**config.mk**
```make
export PLATFORM = sky130hd
export DESIGN_NAME = fp_hard_clipper
export DESIGN_NICKNAME = d
export VERILOG_FILES = /design/src/rtl/fp_clip_pkg.sv /design/src/rtl/fp_cmp_watchdog.sv /design/src/rtl/fp_hard_clipper.sv
export SDC_FILE = /design/constraint.sdc
export NUM_CORES = 1
export LEC_CHECK = 0
export ABC_AREA = 0
export BUFFER_PORTS_ARGS = -buffer_cell sky130_fd_sc_hd__buf_4
export CAP_MARGIN = 15
export CORE_ASPECT_RATIO = 1.2
export CORE_MARGIN = 4
export CORE_UTILIZATION = 51
export DETAILED_ROUTE_END_ITERATION = 10
export GPL_TIMING_DRIVEN = 0
export PLACE_DENSITY = 0.8
export SETUP_SLACK_MARGIN = 0.2
export SKIP_LAST_GASP = 1
export SLEW_MARGIN = 20
export SYNTH_ARGS = -nofsm -noshare
export SYNTH_HDL_FRONTEND = slang
export SYNTH_SLANG_ARGS = --single-unit
export TNS_END_PERCENT = 20
```
**constraint.sdc**
```tcl
create_clock -name clock -period 2.5 [get_ports clock]
set_clock_uncertainty 0.15 [all_clocks]
set_input_delay 0.125 -clock clock [delete_from_list [all_inputs] [get_ports clock]]
set_output_delay 0.125 -clock clock [all_outputs]
set_load 0.03 [all_outputs]
```
**src/rtl/fp_clip_pkg.sv**
```systemverilog
// Shared types and constants for the floating-point hard clipper and its
// comparator sequencing.
package fp_clip_pkg;

    typedef enum logic [2:0] {
        IDLE,
        HI_REQ,
        HI_WAIT,
        LO_REQ,
        LO_WAIT,
        OUT
    } clip_state_t;

    localparam int CMP_AEB_BIT = 0;
    localparam int CMP_AGB_BIT = 1;
    localparam int CMP_ALB_BIT = 2;
    localparam int FP_SIGN_BIT = 31;

    // Sign flip only; valid for any IEEE-754 single, including zeros and NaN.
    function automatic logic [31:0] fp_negate(input logic [31:0] value);
        return {~value[FP_SIGN_BIT], value[FP_SIGN_BIT-1:0]};
    endfunction

endpackage

```
**src/rtl/fp_cmp_watchdog.sv**
```systemverilog
// Cycle watchdog for multi-cycle arithmetic handshakes: counts while 'run'
// is high and flags 'expired' once CMP_TIMEOUT cycles have elapsed.
module fp_cmp_watchdog #(
    parameter int CMP_TIMEOUT = 15
) (
    input  logic clock,
    input  logic reset_n,
    input  logic clear,
    input  logic run,
    output logic expired
);

    localparam int CW = $clog2(CMP_TIMEOUT + 1);

    logic [CW-1:0] count;

    // Holds at the limit so 'expired' stays asserted until the next clear.
    always_ff @(posedge clock or negedge reset_n) begin
        if (!reset_n) begin
            count <= '0;
        end else if (clear) begin
            count <= '0;
        end else if (run && !expired) begin
            count <= count + CW'(1);
        end
    end

    assign expired = (count == CW'(CMP_TIMEOUT));

endmodule

```
**src/rtl/fp_hard_clipper.sv**
```systemverilog
// Hard clipper for float audio samples: sequences two compares against
// +/-threshold on a shared comparator. Optional stats via FP_CLIP_STATS_EN.
module fp_hard_clipper
    import fp_clip_pkg::*;
#(
    parameter int CMP_TIMEOUT = 15
`ifdef FP_CLIP_STATS_EN
    ,
    parameter int CNT_W = 16
`endif
) (
    input  logic        clock,
    input  logic        reset_n,
    input  logic        in_valid,
    output logic        in_ready,
    input  logic [31:0] in_sample,
    input  logic [31:0] threshold,
    output logic        cmp_en,
    output logic [31:0] cmp_dataa,
    output logic [31:0] cmp_datab,
    input  logic [31:0] cmp_result,
    input  logic        cmp_done,
    output logic        out_valid,
    input  logic        out_ready,
    output logic [31:0] out_sample,
    output logic        clip_flag,
    output logic        timeout_err
`ifdef FP_CLIP_STATS_EN
    ,
    input  logic             stat_clear,
    output logic [CNT_W-1:0] clip_count
`endif
);

    clip_state_t state;
    logic [31:0] sample_q;
    logic [31:0] thr_q;
    logic        wd_clear;
    logic        wd_run;
    logic        wd_expired;
    logic        clip_xfer;
    logic        unused_cmp_bits;

    // Equality and the upper result bits carry no decision here.
    assign unused_cmp_bits = ^{cmp_result[31:CMP_ALB_BIT+1], cmp_result[CMP_AEB_BIT]};

    assign wd_clear = (state == HI_REQ) || (state == LO_REQ);
    assign wd_run   = (state == HI_WAIT) || (state == LO_WAIT);

    fp_cmp_watchdog #(
        .CMP_TIMEOUT(CMP_TIMEOUT)
    ) u_watchdog (
        .clock  (clock),
        .reset_n(reset_n),
        .clear  (wd_clear),
        .run    (wd_run),
        .expired(wd_expired)
    );

    always_ff @(posedge clock or negedge reset_n) begin
        if (!reset_n) begin
            state       <= IDLE;
            sample_q    <= '0;
            thr_q       <= '0;
            in_ready    <= 1'b1;
            cmp_en      <= 1'b0;
            cmp_dataa   <= '0;
            cmp_datab   <= '0;
            out_valid   <= 1'b0;
            out_sample  <= '0;
            clip_flag   <= 1'b0;
            timeout_err <= 1'b0;
        end else begin
            case (state)
                IDLE: begin
                    if (in_valid) begin
                        sample_q  <= in_sample;
                        thr_q     <= threshold;
                        cmp_dataa <= in_sample;
                        cmp_datab <= threshold;
                        cmp_en    <= 1'b1;
                        in_ready  <= 1'b0;
                        state     <= HI_REQ;
                    end
                end
                HI_REQ: begin
                    cmp_en <= 1'b0;
                    state  <= HI_WAIT;
                end
                // A done in the expiry cycle still counts as a valid answer.
                HI_WAIT: begin
                    if (cmp_done) begin
                        if (cmp_result[CMP_AGB_BIT]) begin
                            out_sample  <= thr_q;
                            clip_flag   <= 1'b1;
                            timeout_err <= 1'b0;
                            out_valid   <= 1'b1;
                            state       <= OUT;
                        end else begin
                            cmp_datab <= fp_negate(thr_q);
                            cmp_en    <= 1'b1;
                            state     <= LO_REQ;
                        end
                    end else if (wd_expired) begin
                        out_sample  <= sample_q;
                        clip_flag   <= 1'b0;
                        timeout_err <= 1'b1;
                        out_valid   <= 1'b1;
                        state       <= OUT;
                    end
                end
                LO_REQ: begin
                    cmp_en <= 1'b0;
                    state  <= LO_WAIT;
                end
                LO_WAIT: begin
                    if (cmp_done) begin
                        if (cmp_result[CMP_ALB_BIT]) begin
                            out_sample <= fp_negate(thr_q);
                            clip_flag  <= 1'b1;
                        end else begin
                            out_sample <= sample_q;
                            clip_flag  <= 1'b0;
                        end
                        timeout_err <= 1'b0;
                        out_valid   <= 1'b1;
                        state       <= OUT;
                    end else if (wd_expired) begin
                        out_sample  <= sample_q;
                        clip_flag   <= 1'b0;
                        timeout_err <= 1'b1;
                        out_valid   <= 1'b1;
                        state       <= OUT;
                    end
                end
                OUT: begin
                    if (out_ready) begin
                        out_valid <= 1'b0;
                        in_ready  <= 1'b1;
                        state     <= IDLE;
                    end
                end
                default: begin
                    cmp_en    <= 1'b0;
                    out_valid <= 1'b0;
                    in_ready  <= 1'b1;
                    state     <= IDLE;
                end
            endcase
        end
    end

    assign clip_xfer = out_valid && out_ready && clip_flag;

`ifdef FP_CLIP_STATS_EN
    // Saturating clip counter; a clear beats a same-cycle increment.
    always_ff @(posedge clock or negedge reset_n) begin
        if (!reset_n) begin
            clip_count <= '0;
        end else if (stat_clear) begin
            clip_count <= '0;
        end else if (clip_xfer && (clip_count != {CNT_W{1'b1}})) begin
            clip_count <= clip_count + 1'b1;
        end
    end
`else
    logic unused_clip_xfer;
    assign unused_clip_xfer = clip_xfer;
`endif

endmodule

```
# Word level (Yosys, flattened, before mapping)
# Cells that the tools add are included.
[totals]
ff_bits = 140
word_cells = 87
[op_classes]
add_sub_neg = 1
eq_ne = 11
muxes = 42
n_bitwise = 4
reduce_logical = 18
[op_table]
columns = ["cell", "n"]
rows = [
  ["two-way mux 32 bit", 8],
  ["one-hot mux 32 bit (2 select lines)", 2],
  ["two-way mux 1 bit", 18],
  ["two-way mux 3 bit", 6],
  ["one-hot mux 3 bit (6 select lines)", 1],
  ["two-way mux 4 bit", 2],
  ["!= test 2 bit, second input constant", 4],
  ["AND reduction 4 bit", 2],
  ["== test 3 x 2 -> 1 bit, second input constant", 2],
  ["== test 3 bit, second input constant", 2],
  ["one-hot mux 1 bit (3 select lines)", 2],
  ["AND reduction 2 bit", 3],
  ["AND reduction 3 bit", 2],
  ["nonzero test 2 bit", 3],
  ["adder 4 x 1 -> 4 bit, second input constant", 1],
  ["== test 4 bit, second input constant", 1],
  ["inverter 1 bit", 4],
  ["one-hot mux 1 bit (2 select lines)", 2],
  ["one-hot mux 1 bit (4 select lines)", 1],
  ["OR reduction 4 bit", 1],
  ["== test 3 x 1 -> 1 bit, second input constant", 1],
  ["zero test 3 bit", 1],
  ["!= test 3 bit, second input constant", 1],
  ["OR reduction 3 bit", 1],
  ["other kinds (4)", 5],
]

# Logic depth before layout (Yosys ltp)
# Gate-level depths: netlist of the first run.
[depth]
ltp_word = 5
ltp_mapped = 7
mapped_depth_nobuf = 5

# Hierarchy
# A second synthesis of the first run with hierarchy kept.
[unflattened]
cells_unflattened = 469
area_unflattened_um2 = 6243.5
[by_module_without_submodules]
columns = ["mod", "n_inst", "cells_per_inst", "area_per_inst_um2", "seq_area_each_um2"]
rows = [
  ["fp_hard_clipper", 1, 449, 6014.5, 3404.5],
  ["fp_cmp_watchdog", 1, 20, 229.0, 100.1],
]

# Worst setup path before layout of the first run
# OpenSTA, ideal clock, no wires.
[synth_path]
kind = "reg-to-reg"
startpoint = "register state[2]"
endpoint = "register sample_q[1]"
setup_ns = 0.125
t_arrival_ns = 1.567
setup_slack_ns = 0.658
path_stages_with_launch = 7
path_buffers = 3
path_cell_list = "dfrtp_1 > buf_6 > nand2b_1 > nor3_2 > buf_2 > buf_4 > mux2_2"
[synth_between]
elab_chain_len = 2
[synth_lines]
columns = ["element", "line_no", "text"]
rows = [
  ["start: declaration", "fp_hard_clipper.sv:35", "clip_state_t state;"],
  ["start signal: assignment", "fp_hard_clipper.sv:62", "state <= IDLE;"],
  ["start signal: assignment", "fp_hard_clipper.sv:83", "state <= HI_REQ;"],
  ["start signal: assignment", "fp_hard_clipper.sv:88", "state <= HI_WAIT;"],
  ["zero test 3 bit", "fp_hard_clipper.sv:74", "case (state)"],
  ["AND reduction 2 bit (no source line)", "--", ""],
  ["end signal: assignment", "fp_hard_clipper.sv:77", "sample_q <= in_sample;"],
  ["end: declaration", "fp_hard_clipper.sv:36", "logic [31:0] sample_q;"],
]
# No other way between the ends.
# A chain may end at the register's enable or synchronous reset.

# Worst setup path in the final report of the first run
[layout_path]
startpoint = "register state[2]"
endpoint = "register sample_q[3]"
# Same word-level chain as after synthesis.

==> reports/results.txt, run 1 <==
Outcome -> finished clean
Rows -> 43
Post-route cell area -> 8930 um2
Multiplexer share of the synthesized area -> 0.169
IO Count -> 202
Tmin final -> 2.16 ns
Fin. Hold Viols -> 0
Gr usage total -> 0.273
Total core area -> 11,700 um2
Mapped Avg Cell Area -> 12.6 um2
Routed vias -> 5,109
Chip width -> 108 um
Post-layout nets -> 847
Post-detail-place hpwl -> 11,800 um
Most frequent cells in the layout -> 177 x buf_4, 139 x dfrtp_1, 67 x dlygate4sd3_1
Tightest Pin Transition -> 0.515 ns
Largest net degree at the start of global routing -> 101
Synth Register Bits -> 140
Type of the worst min-delay path -> in -> async
CTS tree -> yes
Syn. warnings -> 0
Reg2reg start -> state[2]$_DFFE_PN0P_
Power Density -> 1450 nW/um2
Simple-gate portion of the synthesized area -> 0.0926
Avg WL per Cell -> 19.9 um
Crit. Startpoint -> state[2]$_DFFE_PN0P_
Max FO, Critical Path -> 10
Max-Cap Viols -> 0
Max VDD drop -> 0.946 mV
Slowest stage delay, CP -> 0.41 ns
Worst R2R End -> sample_q[3]$_DFFE_PN0P_
Initial antenna violation count -> 1
Placed cell count -> 816
Max_slew headroom -> 0.656
Pins Over Slew Limit -> 0
Post-detailed-route count of antenna-violating nets -> 0
Initial drt markers -> 232
Final Cycle Share -> 0.863
Sequential area share after synthesis -> 0.571
DRC -> 0
DIE AREA -> 13,900 um2
Area growth, synth to finish -> 45.5%
Clock Path Buffers -> 2
Maximum operating frequency -> 0.464 GHz
Critical Path Sink -> sample_q[3]$_DFFE_PN0P_
Routed vias/inst -> 5.58
Pre-antenna DRT Iters -> 4
Number of synthesized flops with an enable pin -> 0
Clk slew on worst S/H paths -> 0.06 ns
Final instance count without filler cells -> 916
Worst r2r path cells -> 6
Synth unique cells -> 50
Post-DP Area -> 7640 um2
Crit path required time -> 2.65 ns
Final WL -> 18,200 um
Synth Area in Compound Gates -> 0.120
Largest family of logic cells by synthesized area -> multiplexers
Highest-delay cell along the critical path -> dfrtp_1
Setup crit end kind -> flip-flop
Die Y -> 128 um
Port Buffers -> 170
CTS Sinks -> 140
Synth Cell Area -> 6140 um2
Most common cell after layout, fill and taps aside -> buf_4
First-pass GRT wire length -> 29,300 um
Synth Flop Type -> dfrtp_1
Post-Synth XOR/XNOR Area -> 0.00143
GPL Wtd Cong -> 0.851
H-tree depth -> 4
CP Data Arrival Time -> 2.30 ns
Worst-Skew Late Latency -> 0.42 ns
Grt total ovfl -> 0
Num CTS Buffers -> 17
Pwr Total -> 0.0129 W
Setup TNS -> 0 ns
Post-synthesis cell count -> 488
WS Path Type -> reg -> reg
Critical path, cell by cell -> buf_6 > nand2b_1 > nor3_2 > buf_2 > buf_4 > mux2_2
Initial Util -> 0.526
Critical path startpoint category -> flip-flop
Hold_ws -> 0.00987 ns
R2r setup slk -> 0.34 ns
Vias in the first global route -> 5,720
Leak Pwr -> 4.14 nW
Root buffer cell -> clkbuf_16
Synth Area in Adders -> 0.00204
Mapped Nets -> 590
RSZ-0062 raised after global routing -> false
Fraction of layout cells with a size suffix above 1 -> 0.391
Async set or reset register ratio after synthesis -> 1.00
Setup-failing EPs final -> 0
per-layer routing:
layer  share of wire  routed length [um]  global-route usage
met1            0.38                6940               0.313
met3           0.058                1050              0.0710
met4           0.031                 563               0.123
met5               0                   0                   0
met2            0.53                9690               0.478
final cells by class:
type / instances / area [um2]
fillers: 715 / 2750
clock inverters: 12 / 163
well taps: 157 / 196
clock buffers: 20 / 447
flip-flops and latches: 140 / 3500
repair buffers: 238 / 1980
plain buffers: 38 / 256
diodes: 1 / 2.50
multi-input cells: 308 / 2370
inverters: 2 / 7.51
what timing repair did:
action	4_1_cts	5_1_grt
hold buffers	67	0
buffers inserted	0	0
setup endpoints to repair	0	28
hold endpoints to repair	239	0
resized for setup	0	1
worst min path at each step:
stage                  startpoint                    endpoint  slack [ns]  cells past startpoint
finish                    reset_n  out_sample[19]$_DFFE_PN0P_        0.01                      2
global placement    in_sample[25]    sample_q[25]$_DFFE_PN0P_        0.19                      2
floorplan                 reset_n       clip_flag$_DFFE_PN0P_       -0.32                      0
CTS                 cmp_result[2]  out_sample[31]$_DFFE_PN0P_       0.002                      5
detailed placement        reset_n  out_sample[19]$_DFFE_PN0P_       -0.13                      1
global route        cmp_result[2]  out_sample[31]$_DFFE_PN0P_        0.03                      5
synthesized netlist by cell type (all sizes together) (2+ instances only):
master | count | area share
o31ai | 2 | 0.0024
a211oi | 2 | 0.0024
and3 | 32 | 0.033
mux2 | 63 | 0.12
nor2b | 2 | 0.0020
nor2 | 42 | 0.027
or3 | 3 | 0.0031
inv | 2 | 0.0012
nand3b | 2 | 0.0024
a31oi | 3 | 0.0031
dfrtp | 139 | 0.57
a221o | 31 | 0.051
nand3 | 2 | 0.0016
nand2 | 15 | 0.0092
mux2i | 33 | 0.054
buf | 30 | 0.037
o21ai | 8 | 0.0071
a21oi | 39 | 0.032
clkbuf | 8 | 0.0049
a22o | 2 | 0.0029
nor3 | 3 | 0.0033
nand2b | 6 | 0.0086
registers in the layout, indices dropped and copies added, names as in the netlist:
register          count
clip_flag             1
cmp_datab            32
cmp_en                1
in_ready              1
out_sample           32
out_valid             1
sample_q             32
state                 3
thr_q                32
timeout_err           1
u_watchdog.count      4
stage by stage:
stage | setup slack, ns | util
2_1_floorplan | 0.658 | -
3_3_place_gp | 0.404 | 0.652
3_5_place_dp | 0.353 | 0.655
4_1_cts | 0.340 | 0.764
5_1_grt | 0.205 | 0.765
6_report | 0.343 | 0.765
kinds of logic after synthesis:
| group | count (synthesis) |
|---|---|
| flip-flops | 140 |
| buffers and inverters | 40 |
| AND/OR/NAND/NOR | 109 |
| XOR/XNOR | 1 |
| multiplexers | 96 |
| AO/OA/AOI/OAI | 101 |
| adder cells (fa/ha/maj) | 1 |
power breakdown:
part	internal, W	switching, W	total, W	leakage (nW)
sequential	0.00340	0.000846	0.00424	1.65
clock	0.00161	0.000983	0.00259	0.291
combinational	0.00259	0.00349	0.00609	2.19
critical path: cells and delay by family (launching register included):
kind                   cells  cell delay (ns)
buffers and inverters      3             0.74
DFF                        1             0.41
and+or+nand+nor            2             0.39
muxes                      1             0.36
Power figures use the tool's default switching activity.
==> run 2: changes to the inputs <==
--- a/config.mk
+++ b/config.mk
@@ -14,6 +14,7 @@
 export DETAILED_ROUTE_END_ITERATION = 10
 export GPL_TIMING_DRIVEN = 0
 export PLACE_DENSITY = 0.8
+export RECOVER_POWER = 100
 export SETUP_SLACK_MARGIN = 0.2
 export SKIP_LAST_GASP = 1
 export SLEW_MARGIN = 20
==> run 2 against run 1 <==
Setup slack got worse by 0.10 ns. Non-clock buffer count unchanged. Clock-buffer cell count unchanged. Combinational power shrank 11%. Fmax down 4.6%. Wire length fell by 0.16%. Via count rose by 0.51%. Clock power about the same. Critical path depth is the same. First-iteration DRC count is 12% higher. Flip-flop and latch count stayed put. Critical path type unchanged. Highest routed layer unchanged.
==> reports/results.txt, run 2 (synthesis gave the netlist of run 1 again) <==
Outcome -> finished clean
Routed vias -> 5,135 (+0.51%)
Worst-Skew Late Latency -> 0.42 ns (about the same)
Vias in the first global route -> 5,720 (unchanged)
Fin. Hold Viols -> 0 (unchanged)
Grt total ovfl -> 0 (unchanged)
Die Y -> 128 um (unchanged)
Total core area -> 11,700 um2 (unchanged)
GPL Wtd Cong -> 0.851 (unchanged)
Final Cycle Share -> 0.905 (+0.0417)
Crit path required time -> 2.70 ns (+0.05 ns)
Maximum operating frequency -> 0.442 GHz (-4.6%)
RSZ-0062 raised after global routing -> false
Rows -> 43 (unchanged)
WS Path Type -> reg -> reg
Initial drt markers -> 260 (+12%)
Highest-delay cell along the critical path -> dfrtp_1
Clock Path Buffers -> 2 (unchanged)
Num CTS Buffers -> 17 (unchanged)
Post-detailed-route count of antenna-violating nets -> 0 (unchanged)
H-tree depth -> 4 (unchanged)
DIE AREA -> 13,900 um2 (unchanged)
Initial Util -> 0.526 (unchanged)
Leak Pwr -> 3.74 nW (-9.5%)
Power Density -> 1440 nW/um2 (-0.78%)
Slowest stage delay, CP -> 0.44 ns (+0.03 ns)
Critical path startpoint category -> flip-flop
Critical path's top delay family -> compound AO/OA/AOI/OAI gates
Post-layout nets -> 847 (unchanged)
Setup-failing EPs final -> 0 (unchanged)
Tightest Pin Transition -> 1.35 ns (+0.837 ns)
Pre-antenna DRT Iters -> 5 (+1)
IO Count -> 202 (unchanged)
Type of the worst min-delay path -> in -> async
Postcts setup bufs -> 0 (unchanged)
Tmin final -> 2.26 ns (+0.104 ns)
Gr usage total -> 0.273 (unchanged)
Post-detail-place hpwl -> 11,800 um (unchanged)
Post-route cell area -> 8510 um2 (-4.7%)
Max-Cap Viols -> 0 (unchanged)
Max_slew headroom -> 0.0983 (-0.558)
R2r setup slk -> 0.24 ns (-0.10 ns)
Fraction of layout cells with a size suffix above 1 -> 0.248 (-0.142)
Most frequent cells in the layout -> 139 x dfrtp_1, 116 x clkbuf_1, 76 x buf_4
Filler cell count -> 855 (+20%)
Critical path, cell by cell -> ha_1 > nand3_1 > o32a_1 > nor2_4 > clkbuf_2 > a221o_1
Setup TNS -> 0 ns (unchanged)
Largest net degree at the start of global routing -> 101 (unchanged)
Port Buffers -> 170 (unchanged)
Most common cell after layout, fill and taps aside -> dfrtp_1
Post-DP Area -> 7640 um2 (unchanged)
Root buffer cell -> clkbuf_16
Initial antenna violation count -> 1 (unchanged)
Chip width -> 108 um (unchanged)
Max FO, Critical Path -> 10 (unchanged)
DRC -> 0 (unchanged)
Max VDD drop -> 0.832 mV (-12%)
CTS Sinks -> 140 (unchanged)
Clk slew on worst S/H paths -> 0.06 ns (about the same)
WP buf/inv -> 1 (-2)
Avg WL per Cell -> 19.9 um (-0.16%)
Final WL -> 18,200 um (-0.16%)
CTS tree -> yes
Routed vias/inst -> 5.61 (+0.51%)
Setup crit end kind -> flip-flop
CP Data Arrival Time -> 2.46 ns (+0.16 ns)
Area growth, synth to finish -> 38.7%
Pins Over Slew Limit -> 0 (unchanged)
First-pass GRT wire length -> 29,300 um (unchanged)
## run 2: changes by cell type in the layout (fill, tap and decap cells not counted)
| cell | delta |
|---|---|
| clkbuf_1 | +106 |
| buf_4 | -101 |
| buf_2 | -7 |
| clkbuf_2 | +3 |
| buf_16 | -1 |
| buf_6 | -1 |
| clkbuf_4 | +1 |
| ha_1 | +1 |
| ha_2 | -1 |
| nor3_1 | +1 |
| nor3_2 | -1 |
## run 2: layout make-up
| cell class | count | area (um2) | area share |
|---|---|---|---|
| flip-flops and latches | 140 | 3500 | 0.412 |
| multi-input cells | 308 | 2360 | 0.278 |
| repair buffers | 238 | 1580 | 0.186 |
| clock buffers | 20 | 447 | 0.0525 |
| plain buffers | 38 | 244 | 0.0287 |
| well taps | 157 | 196 | 0.0231 |
| clock inverters | 12 | 163 | 0.0191 |
| inverters | 2 | 7.51 | 0.000882 |
| diodes | 1 | 2.50 | 0.000294 |
## run 2: layer usage
layer / global-route usage / vias to the layer above / wire (um)
li1: - / 2312 / -
met1: 0.313 / 2568 / 6790
met2: 0.478 / 205 / 9680
met3: 0.0710 / 50 / 1210
met4: 0.123 / 0 / 532
met5: 0 / - / 0
## run 2: stage by stage
step	hold slack, ns	power (W)	cells	utilization	worst slack (ns)
3_3_place_gp	0.192	0.00994	815	0.652	0.404
4_1_cts	0.00186	0.0129	915	0.764	0.340
3_5_place_dp	-0.130	0.0102	816	0.655	0.353
6_report	0.00313	0.0122	916	0.729	0.239
5_1_grt	0.0260	0.0128	916	0.729	0.112
2_1_floorplan	-0.321	0.00793	488	-	0.658
## run 2: path summary, 6_finish.rpt
check / depth (start not counted) / to / start
setup / recovery: 6 / out_sample[5]$_DFFE_PN0P_ / u_watchdog.count[0]$_DFFE_PN0P_
hold / removal: 2 / out_sample[19]$_DFFE_PN0P_ / reset_n
setup reg to reg: 6 / out_sample[5]$_DFFE_PN0P_ / u_watchdog.count[0]$_DFFE_PN0P_
hold reg to reg: 2 / out_valid$_DFFE_PN0P_ / out_valid$_DFFE_PN0P_
max in group asynchronous: 3 / cmp_datab[26]$_DFFE_PN0P_ / reset_n
min in group clock: 5 / out_sample[31]$_DFFE_PN0P_ / cmp_result[2]
## run 2: where the power goes
group          total, W  switching [W]  internal [W]
Combinational   0.00541        0.00350       0.00191
Clock           0.00260       0.000992       0.00161
Sequential      0.00421       0.000816       0.00340
Total            0.0122        0.00531       0.00691
## run 2: repair_timing
item / 4_1_cts / 5_1_grt
setup endpoints to repair: 0 / 28
endpoints found under the hold margin: 239 / 0
hold buffers: 67 / 0
gates resized for setup: 0 / 1
==> run 3: changes to the inputs <==
--- a/config.mk
+++ b/config.mk
@@ -5,12 +5,12 @@
 export SDC_FILE = /design/constraint.sdc
 export NUM_CORES = 1
 export LEC_CHECK = 0
-export ABC_AREA = 0
+export ABC_AREA = 1
 export BUFFER_PORTS_ARGS = -buffer_cell sky130_fd_sc_hd__buf_4
 export CAP_MARGIN = 15
 export CORE_ASPECT_RATIO = 1.2
 export CORE_MARGIN = 4
-export CORE_UTILIZATION = 51
+export CORE_UTILIZATION = 53
 export DETAILED_ROUTE_END_ITERATION = 10
 export GPL_TIMING_DRIVEN = 0
 export PLACE_DENSITY = 0.8
@@ -20,5 +20,6 @@
 export SLEW_MARGIN = 20
 export SYNTH_ARGS = -nofsm -noshare
 export SYNTH_HDL_FRONTEND = slang
+export SYNTH_HIERARCHICAL = 1
 export SYNTH_SLANG_ARGS = --single-unit
 export TNS_END_PERCENT = 20
==> run 3 against run 2 <==
Die area grew 17%. Synthesized cell count rose by 130%. Design area rose by 18%. Sequential share of layout area down 6.2 points. Register-to-register slack better by 0.05 ns. Utilization decreased by 0.78 points. Combinational power is 21% higher. Clock power increased by 13%. Via count is 58% higher. Fmax rose by 2.5%. Total power is 13% higher.
==> reports/results.txt, run 3 <==
Crit. Startpoint -> state[1]$_DFFE_PN0P_
RSZ-0062 raised after global routing -> false
Reg2reg start -> state[1]$_DFFE_PN0P_
Synth Cell Area -> 7540 um2 (+23%)
Vias in the first global route -> 7,933 (+39%)
Mapped Nets -> 1,211 (+110%)
Crit path required time -> 2.65 ns (-0.05 ns)
CP Data Arrival Time -> 2.36 ns (-0.10 ns)
Setup-failing EPs final -> 0 (unchanged)
Top-count cell post-synth -> nand2_1
Routed length on met1 -> 9840 um (+45%)
Syn. warnings -> 6 (+6)
Post-detailed-route count of antenna-violating nets -> 0 (unchanged)
Die Y -> 139 um (+8.2%)
Sequential area share after synthesis -> 0.465 (-0.106)
Yosys top cell by area -> dfrtp_1
Top Metal Used -> met4
Num CTS Buffers -> 17 (unchanged)
Avg WL per Cell -> 15.9 um (-20%)
Routed met3 length -> 2120 um (+75%)
Clock Path Buffers -> 2 (unchanged)
Area growth, synth to finish -> 32.7%
Worst-Skew Late Latency -> 0.43 ns (about the same)
Tightest Pin Transition -> 1.47 ns (+0.115 ns)
Synth Flop Type -> dfrtp_1
Power Density -> 1380 nW/um2 (-3.8%)
Pwr Total -> 0.0138 W (+13%)
Rows -> 47 (+9.3%)
Post-layout nets -> 1,468 (+73%)
Synth top cells by count -> 588 x nand2_1, 139 x dfrtp_1, 72 x nor2_1
Gr usage total -> 0.310 (+0.0369)
Routed vias -> 8,135 (+58%)
WS Path Type -> reg -> reg
DIE AREA -> 16,200 um2 (+17%)
Mapped Avg Cell Area -> 6.80 um2 (-46%)
Post-detail-place hpwl -> 16,700 um (+42%)
Max_slew headroom -> 0.0217 (-0.0766)
DRC -> 0 (unchanged)
Pre-antenna DRT Iters -> 5 (unchanged)
Fin. Hold Viols -> 0 (unchanged)
Synth top area share -> 0.461 (-0.106)
Synth Register Bits -> 140 (unchanged)
Critical Path Sink -> cmp_datab[8]$_DFFE_PN0P_
Setup TNS -> 0 ns (unchanged)
R2r setup slk -> 0.29 ns (+0.05 ns)
GPL Wtd Cong -> 0.931 (+9.4%)
Number of synthesized flops with an enable pin -> 0 (unchanged)
Dominant cells by area after synthesis -> dfrtp_1 46%, nand2_1 29%, a21oi_1 4.0%, nand3_1 3.8%, nor2_1 3.6%
Post-synthesis cell count -> 1,109 (+130%)
Port Buffers -> 168 (-1.2%)
Routed vias/inst -> 5.24 (-6.5%)
Fraction of layout cells with a size suffix above 1 -> 0.105 (-0.143)
Critical hold path startpoint -> cmp_done
Most common cell after layout, fill and taps aside -> nand2_1
Root buffer cell -> clkbuf_16
Outcome -> finished clean
Most frequent cells in the layout -> 588 x nand2_1, 139 x dfrtp_1, 127 x clkbuf_1
CTS tree -> yes
Leak Pwr -> 5.48 nW (+46%)
H-tree depth -> 4 (unchanged)
Post-DP Area -> 9050 um2 (+18%)
Initial drt markers -> 646 (+150%)
Pre-CTS setup slack -> 0.296 ns (-0.0572 ns)
Async set or reset register ratio after synthesis -> 1.00 (unchanged)
Worst R2R End -> cmp_datab[8]$_DFFE_PN0P_
Pins Over Slew Limit -> 0 (unchanged)
Largest net degree at the start of global routing -> 86 (-15%)
Maximum operating frequency -> 0.453 GHz (+2.5%)
Setup crit end kind -> flip-flop
Chip width -> 117 um (+8.1%)
Worst Slack Setup Final -> 0.293 ns (+0.0542 ns)
Wire length on met2 -> 12,000 um (+24%)
Postcts setup bufs -> 0 (unchanged)
Final WL -> 24,700 um (+35%)
Total core area -> 13,900 um2 (+19%)
Max VDD drop -> 0.781 mV (-6.2%)
Critical path startpoint category -> flip-flop
Worst r2r path cells -> 7 (+1)
IO Count -> 202 (unchanged)
Max FO, Critical Path -> 10 (unchanged)
First-pass GRT wire length -> 40,000 um (+37%)
Post-route cell area -> 10,000 um2 (+18%)
Synth unique cells -> 25 (-50%)
CTS Sinks -> 140 (unchanged)
Initial antenna violation count -> 2 (+1)
Initial Util -> 0.543 (+0.0177)
Clk slew on worst S/H paths -> 0.06 ns (about the same)
Tmin final -> 2.21 ns (-0.0542 ns)
Max-Cap Viols -> 0 (unchanged)
Grt total ovfl -> 0 (unchanged)
Type of the worst min-delay path -> in -> reg
Final Cycle Share -> 0.883 (-0.0217)
## run 3: logic make-up (layout without fill, tap and decap cells)
| group | after synthesis | in the layout | share of synthesized area |
|---|---|---|---|
| adder cells (fa/ha/maj) | 1 | 1 | 0.00166 |
| XOR/XNOR | 1 | 1 | 0.00116 |
| AND/OR/NAND/NOR | 733 | 733 | 0.382 |
| buffers and inverters | 123 | 393 | 0.0724 |
| flip-flops | 140 | 140 | 0.465 |
| other | 0 | 2 | 0 |
| AO/OA/AOI/OAI | 111 | 111 | 0.0778 |
## run 3: layout make-up
class                   count  area (um2)
well taps                 171         214
multi-input cells         846        3460
plain buffers              64         319
flip-flops and latches    140        3500
repair buffers            238        1600
clock inverters            13         238
fillers                  1189        3870
clock buffers              19         443
inverters                  59         221
diodes                      2        5.00
## run 3: worst max-delay path, cell delays in order, from the launching register on
cell	delay [ns]
dfrtp_1	0.36
buf_4	0.17
nor3_2	0.48
nand2_2	0.15
nand3_1	0.16
clkbuf_2	0.28
buf_4	0.21
o21ai_0	0.11
## run 3: repair_timing
item / CTS / global route
setup endpoints to repair: 0 / 26
gates resized for setup: 0 / 8
hold endpoints to repair: 238 / 0
hold buffers: 69 / 0
## run 3: worst min-delay path by stage
stage,to,depth (start not counted),slack (ns)
6_report,out_sample[31]$_DFFE_PN0P_,7,0.09
5_1_grt,out_sample[31]$_DFFE_PN0P_,7,0.13
4_1_cts,out_sample[19]$_DFFE_PN0P_,2,0.08
3_5_place_dp,out_sample[18]$_DFFE_PN0P_,1,-0.07
3_3_place_gp,sample_q[15]$_DFFE_PN0P_,3,0.21
2_1_floorplan,clip_flag$_DFFE_PN0P_,0,-0.32
## run 3: per-layer routing
layer  global-route usage  vias to the layer above
met3               0.0703                       49
met1                0.415                     3732
li1                     -                     3958
met4                0.113                        0
met2                0.492                      396
met5                    0                        -
## run 3: stage by stage
| step | std cells | hold slack (ns) | util |
|---|---|---|---|
| 2_1_floorplan | 1109 | -0.321 | - |
| 3_3_place_gp | 1448 | 0.207 | 0.650 |
| 3_5_place_dp | 1449 | -0.0733 | 0.652 |
| 4_1_cts | 1550 | 0.0753 | 0.751 |
| 5_1_grt | 1552 | 0.134 | 0.721 |
| 6_report | 1552 | 0.0936 | 0.721 |
## run 3: power breakdown
part | leakage, nW | switching [W] | internal (W)
combinational | 3.46 | 0.00469 | 0.00186
clock | 0.320 | 0.00102 | 0.00191
sequential | 1.70 | 0.000996 | 0.00334
